**src/rtl/vga_timing_gen.sv**
```systemverilog
`default_nettype none
// ============================================================================
// Module   : vga_timing_gen
// Purpose  : Parametrised raster timing generator. It divides the system clock
//            down to a pixel tick and runs the horizontal and vertical counters
//            on that tick. A registered decode stage, one clk behind the
//            counters, produces the syncs, the active-video flag and the gated
//            colour. It also emits one-clk line-start and frame-start strobes.
//
// Ports    : clk          in   system clock
//            reset        in   synchronous reset, active-low (0 = reset)
//            swcolors     in   switch colour input [COLOR_W]
//            test_mode    in   colour-bar select (VGA_TEST_PATTERN_EN only)
//            h_sync       out  horizontal sync, asserted level HS_POL
//            v_sync       out  vertical sync, asserted level VS_POL
//            video_on_out out  high inside the visible region
//            pixel_x      out  horizontal counter [X_W]
//            pixel_y      out  vertical counter [Y_W]
//            colors_out   out  colour to DAC [COLOR_W]
//            clk_out      out  pixel tick, one clk wide every CLK_DIV clks
//            line_start   out  one-clk strobe when pixel_x wraps to 0
//            frame_start  out  one-clk strobe when (pixel_x,pixel_y) wrap
//
// Options  : VGA_TEST_PATTERN_EN - when defined, adds the test_mode input.
//            With test_mode=1 in the visible region, colors_out shows
//            64-pixel-wide vertical colour bars taken from pixel_x.
//
// Revision : 1.0 - initial parametrised release
// ============================================================================
module vga_timing_gen #(
    parameter int H_ACTIVE = 640,
    parameter int H_FP     = 16,
    parameter int H_SYNC   = 96,
    parameter int H_BP     = 48,
    parameter int V_ACTIVE = 480,
    parameter int V_FP     = 10,
    parameter int V_SYNC   = 2,
    parameter int V_BP     = 33,
    parameter bit HS_POL   = 1'b0,
    parameter bit VS_POL   = 1'b0,
    parameter int CLK_DIV  = 2,
    parameter int X_W      = 10,
    parameter int Y_W      = 10,
    parameter int COLOR_W  = 3
) (
    input  logic               clk,
    input  logic               reset,
    input  logic [COLOR_W-1:0] swcolors,
`ifdef VGA_TEST_PATTERN_EN
    input  logic               test_mode,
`endif
    output logic               h_sync,
    output logic               v_sync,
    output logic               video_on_out,
    output logic [X_W-1:0]     pixel_x,
    output logic [Y_W-1:0]     pixel_y,
    output logic [COLOR_W-1:0] colors_out,
    output logic               clk_out,
    output logic               line_start,
    output logic               frame_start
);

    // ------------------------------------------------------------------------
    // Derived constants. All decode thresholds are pre-sized to the counter
    // widths so every comparison below is unsigned at X_W / Y_W.
    // ------------------------------------------------------------------------
    localparam int H_TOTAL = H_ACTIVE + H_FP + H_SYNC + H_BP;
    localparam int V_TOTAL = V_ACTIVE + V_FP + V_SYNC + V_BP;
    localparam int DIV_W   = (CLK_DIV > 1) ? $clog2(CLK_DIV) : 1;

    localparam logic [DIV_W-1:0] c_DIV_LAST = DIV_W'(CLK_DIV - 1);
    localparam logic [X_W-1:0]   c_X_LAST   = X_W'(H_TOTAL - 1);
    localparam logic [Y_W-1:0]   c_Y_LAST   = Y_W'(V_TOTAL - 1);
    localparam logic [X_W-1:0]   c_H_ACT    = X_W'(H_ACTIVE);
    localparam logic [Y_W-1:0]   c_V_ACT    = Y_W'(V_ACTIVE);
    localparam logic [X_W-1:0]   c_HS_START = X_W'(H_ACTIVE + H_FP);
    localparam logic [X_W-1:0]   c_HS_END   = X_W'(H_ACTIVE + H_FP + H_SYNC);
    localparam logic [Y_W-1:0]   c_VS_START = Y_W'(V_ACTIVE + V_FP);
    localparam logic [Y_W-1:0]   c_VS_END   = Y_W'(V_ACTIVE + V_FP + V_SYNC);

    // ------------------------------------------------------------------------
    // Pixel-rate divider
    // ------------------------------------------------------------------------
    logic [DIV_W-1:0] r_div_cnt;
    logic             r_clk_out;
    logic             w_tick;

    // The tick fires on the last divider count. With CLK_DIV==1 the counter is
    // stuck at 0 == c_DIV_LAST, so the tick is permanently high.
    assign w_tick = (r_div_cnt == c_DIV_LAST);

    always_ff @(posedge clk) begin
        if (!reset) begin
            r_div_cnt <= '0;
            r_clk_out <= 1'b0;
        end else begin
            r_clk_out <= w_tick;
            if (w_tick) begin
                r_div_cnt <= '0;
            end else begin
                r_div_cnt <= r_div_cnt + DIV_W'(1);
            end
        end
    end

    // ------------------------------------------------------------------------
    // Raster counters and line / frame strobes
    // ------------------------------------------------------------------------
    logic [X_W-1:0] r_pixel_x;
    logic [Y_W-1:0] r_pixel_y;
    logic           r_line_start;
    logic           r_frame_start;
    logic           w_x_last;
    logic           w_y_last;

    assign w_x_last = (r_pixel_x == c_X_LAST);
    assign w_y_last = (r_pixel_y == c_Y_LAST);

    always_ff @(posedge clk) begin
        if (!reset) begin
            r_pixel_x     <= '0;
            r_pixel_y     <= '0;
            r_line_start  <= 1'b0;
            r_frame_start <= 1'b0;
        end else begin
            // Strobes are loaded on the same edge that performs the wrap, so
            // they are high during the first clk in which the counter reads 0.
            r_line_start  <= w_tick && w_x_last;
            r_frame_start <= w_tick && w_x_last && w_y_last;
            if (w_tick) begin
                if (w_x_last) begin
                    r_pixel_x <= '0;
                    if (w_y_last) begin
                        r_pixel_y <= '0;
                    end else begin
                        r_pixel_y <= r_pixel_y + Y_W'(1);
                    end
                end else begin
                    r_pixel_x <= r_pixel_x + X_W'(1);
                end
            end
        end
    end

    // ------------------------------------------------------------------------
    // Decode stage: registered, one clk behind the counters
    // ------------------------------------------------------------------------
    logic               w_hs_active;
    logic               w_vs_active;
    logic               w_video_on;
    logic [COLOR_W-1:0] w_color;
    logic               r_h_sync;
    logic               r_v_sync;
    logic               r_video_on;
    logic [COLOR_W-1:0] r_colors;

    assign w_hs_active = (r_pixel_x >= c_HS_START) && (r_pixel_x < c_HS_END);
    assign w_vs_active = (r_pixel_y >= c_VS_START) && (r_pixel_y < c_VS_END);
    assign w_video_on  = (r_pixel_x < c_H_ACT) && (r_pixel_y < c_V_ACT);

    always_comb begin
        w_color = '0;
        if (w_video_on) begin
            w_color = swcolors;
`ifdef VGA_TEST_PATTERN_EN
            // Bars change every 64 pixels: take the pixel_x bits above bit 5.
            if (test_mode) begin
                w_color = r_pixel_x[6+COLOR_W-1:6];
            end
`endif
        end
    end

    always_ff @(posedge clk) begin
        if (!reset) begin
            r_h_sync   <= ~HS_POL;
            r_v_sync   <= ~VS_POL;
            r_video_on <= 1'b0;
            r_colors   <= '0;
        end else begin
            r_h_sync   <= w_hs_active ? HS_POL : ~HS_POL;
            r_v_sync   <= w_vs_active ? VS_POL : ~VS_POL;
            r_video_on <= w_video_on;
            r_colors   <= w_color;
        end
    end

    // ------------------------------------------------------------------------
    // Outputs
    // ------------------------------------------------------------------------
    assign h_sync       = r_h_sync;
    assign v_sync       = r_v_sync;
    assign video_on_out = r_video_on;
    assign pixel_x      = r_pixel_x;
    assign pixel_y      = r_pixel_y;
    assign colors_out   = r_colors;
    assign clk_out      = r_clk_out;
    assign line_start   = r_line_start;
    assign frame_start  = r_frame_start;

endmodule

`default_nettype wire

```
**config.mk**
```make
export PLATFORM = sky130hd
export DESIGN_NAME = vga_timing_gen
export DESIGN_NICKNAME = d
export VERILOG_FILES = /design/src/rtl/vga_timing_gen.sv
export SDC_FILE = /design/constraint.sdc
export NUM_CORES = 1
export LEC_CHECK = 0
export CORE_MARGIN = 2
export CORE_UTILIZATION = 45
export DETAILED_ROUTE_END_ITERATION = 7
export PLACE_DENSITY = 0.75
export SYNTH_ARGS = -nofsm -noshare
export SYNTH_HDL_FRONTEND = slang
export SYNTH_SLANG_ARGS = --single-unit
```
**constraint.sdc**
```tcl
create_clock -name clk -period 2.5 [get_ports clk]
set_clock_uncertainty 0.15 [all_clocks]
set_input_delay 0.25 -clock clk [delete_from_list [all_inputs] [get_ports clk]]
set_output_delay 0.25 -clock clk [all_outputs]
set_load 0.05 [all_outputs]
```
==> impl_metrics.toml <==
[grt]
grt_pass1_wl_um = 5050
overflow = 0
track_usage_pct = 19.9
grt_max_degree = 16
antenna_found_initial = 0
grt_pass1_vias = 1135

[routing]
first_pass_iters = 4
vias_per_cell = 5.47
drt.antenna.violating_nets = 0
drc_errors = 0
m1WireLength_um = 1280
vias = 1197
wl_met3_um = 235
routed_wirelength_um = 3010
highest_layer = "met4"
wl_per_cell_um = 13.7
wl_met2_um = 1410
drt_iter0_markers = 45

[final_layout]
drive_gt1_share_pct = 6.38
n_fill_cell = 243
final_common_cell = "clkdlybuf4s50_1"
fin_area_um2 = 1780
synthToLayoutAreaGrowth_pct = 37.2
antenna_cells = 0
final_net_count = 197
mostFrequentLayoutCells = "clkdlybuf4s50_1, dfxtp_1, nor2_1, nand2_1"

[floorplan]
die_h_um = 57.8
die-area_um2 = 3340
die_w_um = 57.8
io-pin-count = 34
core_area_um2 = 2760
initial_core_util_pct = 47.1
rows = 19

[sta]
fin_ws_ns = 0.265
setup_viol = 0
maxSlewViolCount = 0
tns_ns = 0
timing.final.crit_share_pct = 89.4
whs_ns = 0.331
post-route-min-period_ns = 2.24
worst_pin_slew_ns = 0.583
hold_viol = 0
rsz0062_at_grt = "no"
max_freq_ghz = 0.447
max_slew_margin_pct = 60.9

[power]
ir_drop_mv = 0.760
leakage_nw = 0.616
totalPowerFinal_w = 0.00106
power.density_nw_per_um2 = 595

[synth]
yosysSeqAreaShare_pct = 46.2
syn_avg_cell_area_um2 = 8.78
ys_ff_latch = 30
yosys_warnings = 0
netlist_area_um2 = 1300
synth.distinct_cells = 32
synthCells = 148
synth_nets = 158

[clocking]
clock-root-buffer = "clkbuf_4"
postCtsSetupBuffers = 0
cts.sinks = 30
h-tree-depth = 2
cts_hold_buf = 0
clk-insertion-delay-late_ns = 0.33
clkSlewWorstSetupHoldPaths_ns = 0.09
cts-resized-gates = 0
numCtsBuffers = 5
cts_tree = "yes"
cts.path.max_buffers = 2

[min_path]
hold_class = "in2reg"
min_from = "swcolors[1]"

[placed_design]
place.detailed.hpwl_um = 2190
dp_slack_ns = 0.275
port_buffers = 33
placed_area_um2 = 1670
finalWeightedCongestion = 0.833

[worst_setup_path]
critPathSlowestCell = "or4_1"
crit_path_start_kind = "flop"
required_ns = 2.61
cp_cell_sequence = "ha_1 -> nand4b_1 -> or3_4 -> or4_1 -> a21oi_1"
cpPeakStageDelay_ns = 0.53
reg2reg_slack_ns = 0.26
worstPathMaxFanout = 15
worstPathArrival_ns = 2.34
path_class = "reg2reg"
startpoint = "pixel_x[1]$_SDFFE_PN0P_"
critPathCaptureType = "flop"
regToRegStartpoint = "pixel_x[1]$_SDFFE_PN0P_"

[outcome]
status = "complete, no violations"

[job]
drv_cap = 0
==> worst max-delay path, delay by kind of cell (launching register included) <==
family,cells,cell delay [ns]
simple gates,3,1.17
compound gates,1,0.16
fa+ha+maj,1,0.26
flops,1,0.42
==> synth_stat cells <==
master | instances | share of area [%]
nor4_1 | 3 | 1.4
ha_1 | 5 | 4.8
nor4b_1 | 1 | 0.67
o21ai_0 | 8 | 3.1
a21bo_2 | 1 | 0.77
xnor2_1 | 6 | 4.0
and2_1 | 5 | 2.4
or4_1 | 3 | 1.7
nor2_1 | 12 | 3.5
nor3_1 | 5 | 1.9
inv_1 | 8 | 2.3
o31ai_1 | 3 | 1.7
and4_1 | 1 | 0.67
dfxtp_1 | 30 | 46
or3_1 | 3 | 1.4
nand3_1 | 8 | 3.1
o21a_1 | 1 | 0.58
nand3b_1 | 1 | 0.58
buf_2 | 1 | 0.38
nand2_1 | 12 | 3.5
and3_1 | 4 | 1.9
a21oi_1 | 7 | 2.7
nor2b_1 | 4 | 1.9
or3b_1 | 1 | 0.67
xor2_1 | 3 | 2.0
or3_4 | 1 | 0.87
nand4b_1 | 1 | 0.67
a21boi_0 | 1 | 0.58
clkbuf_1 | 2 | 0.58
o21ai_1 | 1 | 0.38
nand4_1 | 4 | 1.9
nand2b_1 | 2 | 0.96
==> final timing paths <==
kind	depth (start not counted)	end
max	5	pixel_y[7]$_SDFFE_PN0P_
max reg2reg	5	pixel_y[7]$_SDFFE_PN0P_
min	2	colors_out[1]$_SDFF_PN0_
min reg2reg	1	v_sync$_SDFF_PN1_
==> per-stage QoR <==
stage / util, % / cells
after floorplan: - / 148
after global placement: 60.6 / 211
after detailed placement: 60.6 / 211
after CTS: 64.7 / 219
after global routing: 64.7 / 219
final: 64.7 / 219
==> flip-flops by register name (all words and copies together) (netlist names) <==
signal        flops
pixel_x          10
pixel_y          10
colors_out        3
clk_out           1
frame_start       1
h_sync            1
line_start        1
r_div_cnt         1
v_sync            1
video_on_out      1
==> kinds of logic after synthesis <==
group           after synthesis  share of synthesized area (%)
compound gates               22                           9.82
flops                        30                           46.2
fa+ha+maj                     5                           4.81
xor+xnor                      9                           6.06
simple gates                 71                           29.8
buf+inv                      11                           3.27
==> per-layer routing <==
layer	up-vias	global-route usage, %
li1	592	-
met1	546	23.5
met2	48	31.5
met3	11	7.59
met4	0	10.3
met5	-	0
==> area by class of cell <==
type                    instances  area [µm²]  share of cell area [%]
clock buffers                   6        51.3                    2.88
well taps                      31        38.8                    2.18
repair buffers                 35         345                    19.4
clock inverters                 2        60.1                    3.37
inverters                       8        30.0                    1.68
flip-flops and latches         30         601                    33.7
multi-input cells             107         657                    36.8
==> power breakdown <==
part           internal [W]  switching (W)  total (W)
Combinational     0.0000241      0.0000383  0.0000624
Sequential         0.000485     0.00000653   0.000492
Clock              0.000339       0.000167   0.000506
Total              0.000848       0.000212    0.00106
(Power assumes the default switching activity.)
==> patch 1, RTL diff (same settings) <==
The parameter `COLOR_W` goes from 3 to 5.
--- a/src/rtl/vga_timing_gen.sv
+++ b/src/rtl/vga_timing_gen.sv
@@ -43,3 +43,3 @@
     parameter int Y_W      = 10,
-    parameter int COLOR_W  = 3
+    parameter int COLOR_W  = 5
 ) (
Ports: changed (resized colors_out and swcolors); port bits go from 34 to 38. No check against the original RTL was run, so the function may have changed too.
==> patch 1 against the unedited design <==
- design area grew 3.9%
- sequential cell count is 2 higher
- power shrank 17%
- routed wire length up 4.3%
- final cell count increased by 1.8%
- synthesized area increased by 8.3%
- first-iteration DRC count up 29%
- worst setup slack gained 0.12 ns
- sequential power increased by 7.1%
==> patch 1: results (changes against the unedited design) <==
CP delay by family, top=buffers and inverters; distinct cell type count after synthesis=36 (+13%); Port Buffers=37 (+12%); via count=1240 (+3.6%); hold_sp=swcolors[1]; worst hold endpoint=colors_out[1]; sequential fraction of the synthesis area=0.4551 (-0.006872); DR WL/cell=14.06 um (+2.4%); H-tree level count=2 (unchanged); drt pass-1 iters=5 (+1); GP Congestion=0.8670 (+4.1%); vias in the first global route=1138 (+0.26%); fin nets=202 (+2.5%); Max IR drop VDD=0.0003645 V (-52%); final-layout fill cell count=267 (+9.9%); first-pass GRT wire length=5.209 mm (+3.1%); Lkg Pwr=0.0006733 uW (+9.3%); CP Max Fanout=7 (-8); Synthesized Nets=160 (+1.3%); ys async rst share=0 (unchanged); DR DRC count=0 (unchanged); largest net degree at the start of global routing=11 (-5); most area-consuming cells after synthesis=dfxtp_1 (46%), ha_1 (4.4%), nand3_1 (3.6%); internal reg-to-reg setup slack=0.40 ns (+0.14 ns); share of cells above drive strength 1=0.06316 (-0.0006719); RR Startpoint=pixel_y[0]; postcts setup bufs=0 (unchanged); Slew HR=0.6638 (+0.05507); worst slack, placed=0.4316 ns (+0.1566 ns); initial antenna violation count=0 (unchanged); Clock transition at path regs=0.09 ns (about the same); worst flop-to-flop path endpoint=pixel_y[8]; starting DRC count in detailed routing=58 (+29%); CTS buffer count=5 (unchanged); R2R depth=6 (+1); Critical Path Max Stage Delay=0.87 ns (+0.34 ns); Post-CTS Resized=0 (unchanged); slowest stage cell, crit path=clkdlybuf4s50_1; most instantiated cells after synthesis=dfxtp_1 (32), nor2_1 (13), nand3_1 (10); post-detail-place hpwl=2.271 mm (+3.6%); Hold Path Stages=2 (unchanged); Total GRT Usage=0.1986 (-0.0005948); outcome=complete, no violations; Worst Path Arrival=1.71 ns (-0.63 ns)
-- patch 1: kinds of logic after synthesis --
group,Yosys count,synth area share
buffers and inverters,10,0.03289
XOR/XNOR,7,0.04356
multiplexers,1,0.007111
adder cells (fa/ha/maj),5,0.04444
flip-flops,32,0.4551
AO/OA/AOI/OAI,24,0.1413
AND/OR/NAND/NOR,69,0.2756
-- patch 1: stage by stage --
stage | instance area [um^2] | hold slack [ns] | instances
5_1_grt | 1853 | 0.3255 | 223
6_report | 1853 | 0.3277 | 223
4_1_cts | 1853 | 0.3212 | 223
3_5_place_dp | 1807 | 0.3631 | 216
3_3_place_gp | 1807 | 0.3594 | 216
2_1_floorplan | 1408 | 0.2217 | 148
-- patch 1: routing by layer --
metal  global-route usage  vias up  part of all wire
met1               0.2557      576              0.45
li1                     -      618                 -
met4              0.09524        0             0.016
met3              0.07143        5             0.058
met2               0.2935       41              0.47
met5                    0        -                 0
-- patch 1: report_power, final --
part           leakage (uW)  total, uW  internal (uW)  switching, uW
clock             0.0000281        274            103            170
sequential         0.000260        527            519           7.59
combinational      0.000385       81.9           31.4           50.4
-- patch 1: cell type report --
type,count,share of cell area
inverter,7,0.01418
clock inverter,1,0.002701
sequential,32,0.3457
tap,33,0.02228
multi-input combinational,106,0.3889
clock buffer,6,0.02228
timing repair buffer,38,0.2039
-- patch 1: worst max-delay path by stage --
stage	start	end	slack (ns)
final	pixel_x[3]	pixel_x[3]	0.39
after global routing	pixel_y[0]	pixel_y[8]	0.27
after CTS	pixel_x[3]	pixel_x[3]	0.38
after detailed placement	pixel_y[0]	pixel_y[8]	0.43
after global placement	pixel_x[0]	pixel_y[7]	0.51
after floorplan	pixel_x[0]	pixel_y[7]	0.22
==> patch 2, RTL diff (same settings) <==
Without the edit above. Register the output `pixel_y` once more, cleared by the reset; this adds one clock of latency there. The other outputs are not delayed to match.
--- a/src/rtl/vga_timing_gen.sv
+++ b/src/rtl/vga_timing_gen.sv
@@ -194,3 +194,9 @@
     assign pixel_x      = r_pixel_x;
-    assign pixel_y      = r_pixel_y;
+    always_ff @(posedge clk) begin
+        if (!reset) begin
+            pixel_y <= '0;
+        end else begin
+            pixel_y <= r_pixel_y;
+        end
+    end
     assign colors_out   = r_colors;
Behaviour: no difference found for any inputs over 10 cycles, from zero or initial values and one cycle with reset low; that may be too few to reach the edited logic, so the function may still have changed.
==> patch 2 against the unedited design <==
- synthesized area is 23% higher
- hold slack worse by 0.014 ns
- sequential cell count grew 10
- design area grew 15%
- sequential power grew 32%
- routed wire length up 5.5%
- core utilization shrank 3.5 points
- global-route usage shrank 3.5 points
- power grew 0.19%
- worst setup slack better by 0.13 ns
- critical path type unchanged
==> patch 2: results (changes against the unedited design) <==
final-layout fill cell count=307 (+26%); R2R depth=4 (-1); fin nets=220 (+12%); internal reg-to-reg setup slack=0.39 ns (+0.13 ns); Max IR drop VDD=0.0002606 V (-66%); share of cells above drive strength 1=0.07143 (+0.007599); Worst Setup SP=pixel_x[5]; largest net degree at the start of global routing=25 (+9); post-detail-place hpwl=2.372 mm (+8.2%); CP Max Fanout=10 (-5); Post-DP Area=1991 um^2 (+19%); Final Routed Wirelength=3.172 mm (+5.5%); most area-consuming cells after synthesis=dfxtp_1 (50%), and2_1 (6.7%), xnor2_1 (4.9%); Worst Tran Pin Value=0.5168 ns (-0.06616 ns); via count=1286 (+7.4%); vias in the first global route=1154 (+1.7%); Synthesized Nets=181 (+15%); distinct cell type count after synthesis=33 (+3.1%); Clock transition at path regs=0.11 ns (+0.02 ns); sequential fraction of the synthesis area=0.5020 (+0.03998); Net Sw Power=231.1 uW (+8.9%); first-pass GRT wire length=5.168 mm (+2.3%); outcome=complete, no violations; Worst Path Arrival=2.24 ns (-0.10 ns); starting DRC count in detailed routing=34 (-24%); GP Congestion=0.8508 (+2.2%); Lkg Pwr=0.0007204 uW (+17%); most instantiated cells after synthesis=dfxtp_1 (40), and2_1 (17), nand2_1 (13), nor2_1 (13), xnor2_1 (9)
## patch 2: changes by cell type after synthesis, sizes merged, moves of 2 or more
cell and change:
dfxtp +10, and2 +12, o21ai -2, a21oi -4, o211ai +2, or3 -3
nor4 +2, xnor2 +3, mux2i +2, buf +2, o22ai +2
## patch 2: through the flow
step           hold WS [ns]  total power [uW]    util  cells  setup WS, ns
6_report             0.3167              1062  0.6112    256        0.3921
5_1_grt              0.3026              1109  0.6112    256        0.2792
4_1_cts              0.3047              1076  0.6112    256        0.3857
3_5_place_dp         0.3065             732.3  0.5919    249        0.4153
3_3_place_gp         0.2888             731.5  0.5919    249        0.4656
2_1_floorplan        0.2217             704.8       -    171        0.1240
## patch 2: logic make-up after synthesis
| kind of cell | after synthesis | share of synthesized area |
|---|---|---|
| mux | 2 | 0.01255 |
| fa+ha+maj | 5 | 0.03922 |
| buf+inv | 14 | 0.03922 |
| simple gates | 80 | 0.2745 |
| compound gates | 19 | 0.07214 |
| xor+xnor | 11 | 0.06040 |
| flops | 40 | 0.5020 |
## patch 2: area by class of cell
class                           count  area share
Clock buffer                        7     0.03165
Inverter                            8     0.01461
Multi-Input combinational cell    117      0.3561
Sequential cell                    40      0.3907
Tap cell                           46     0.02800
Timing Repair Buffer               38      0.1789
## patch 2: worst min-delay path by stage
stage | start | end | cells past startpoint
detailed placement | r_pixel_y[8] | v_sync | 1
CTS | swcolors[1] | colors_out[1] | 2
global placement | r_pixel_y[8] | v_sync | 1
floorplan | swcolors[0] | colors_out[0] | 1
finish | swcolors[1] | colors_out[1] | 2
global route | swcolors[1] | colors_out[1] | 2
## patch 2: per-layer routing
metal	vias to the layer above	routed length, um	track usage
li1	659	-	-
met1	587	1342	0.1855
met2	32	1630	0.2908
met3	8	138	0.03929
met4	0	61	0.07337
met5	-	0	0
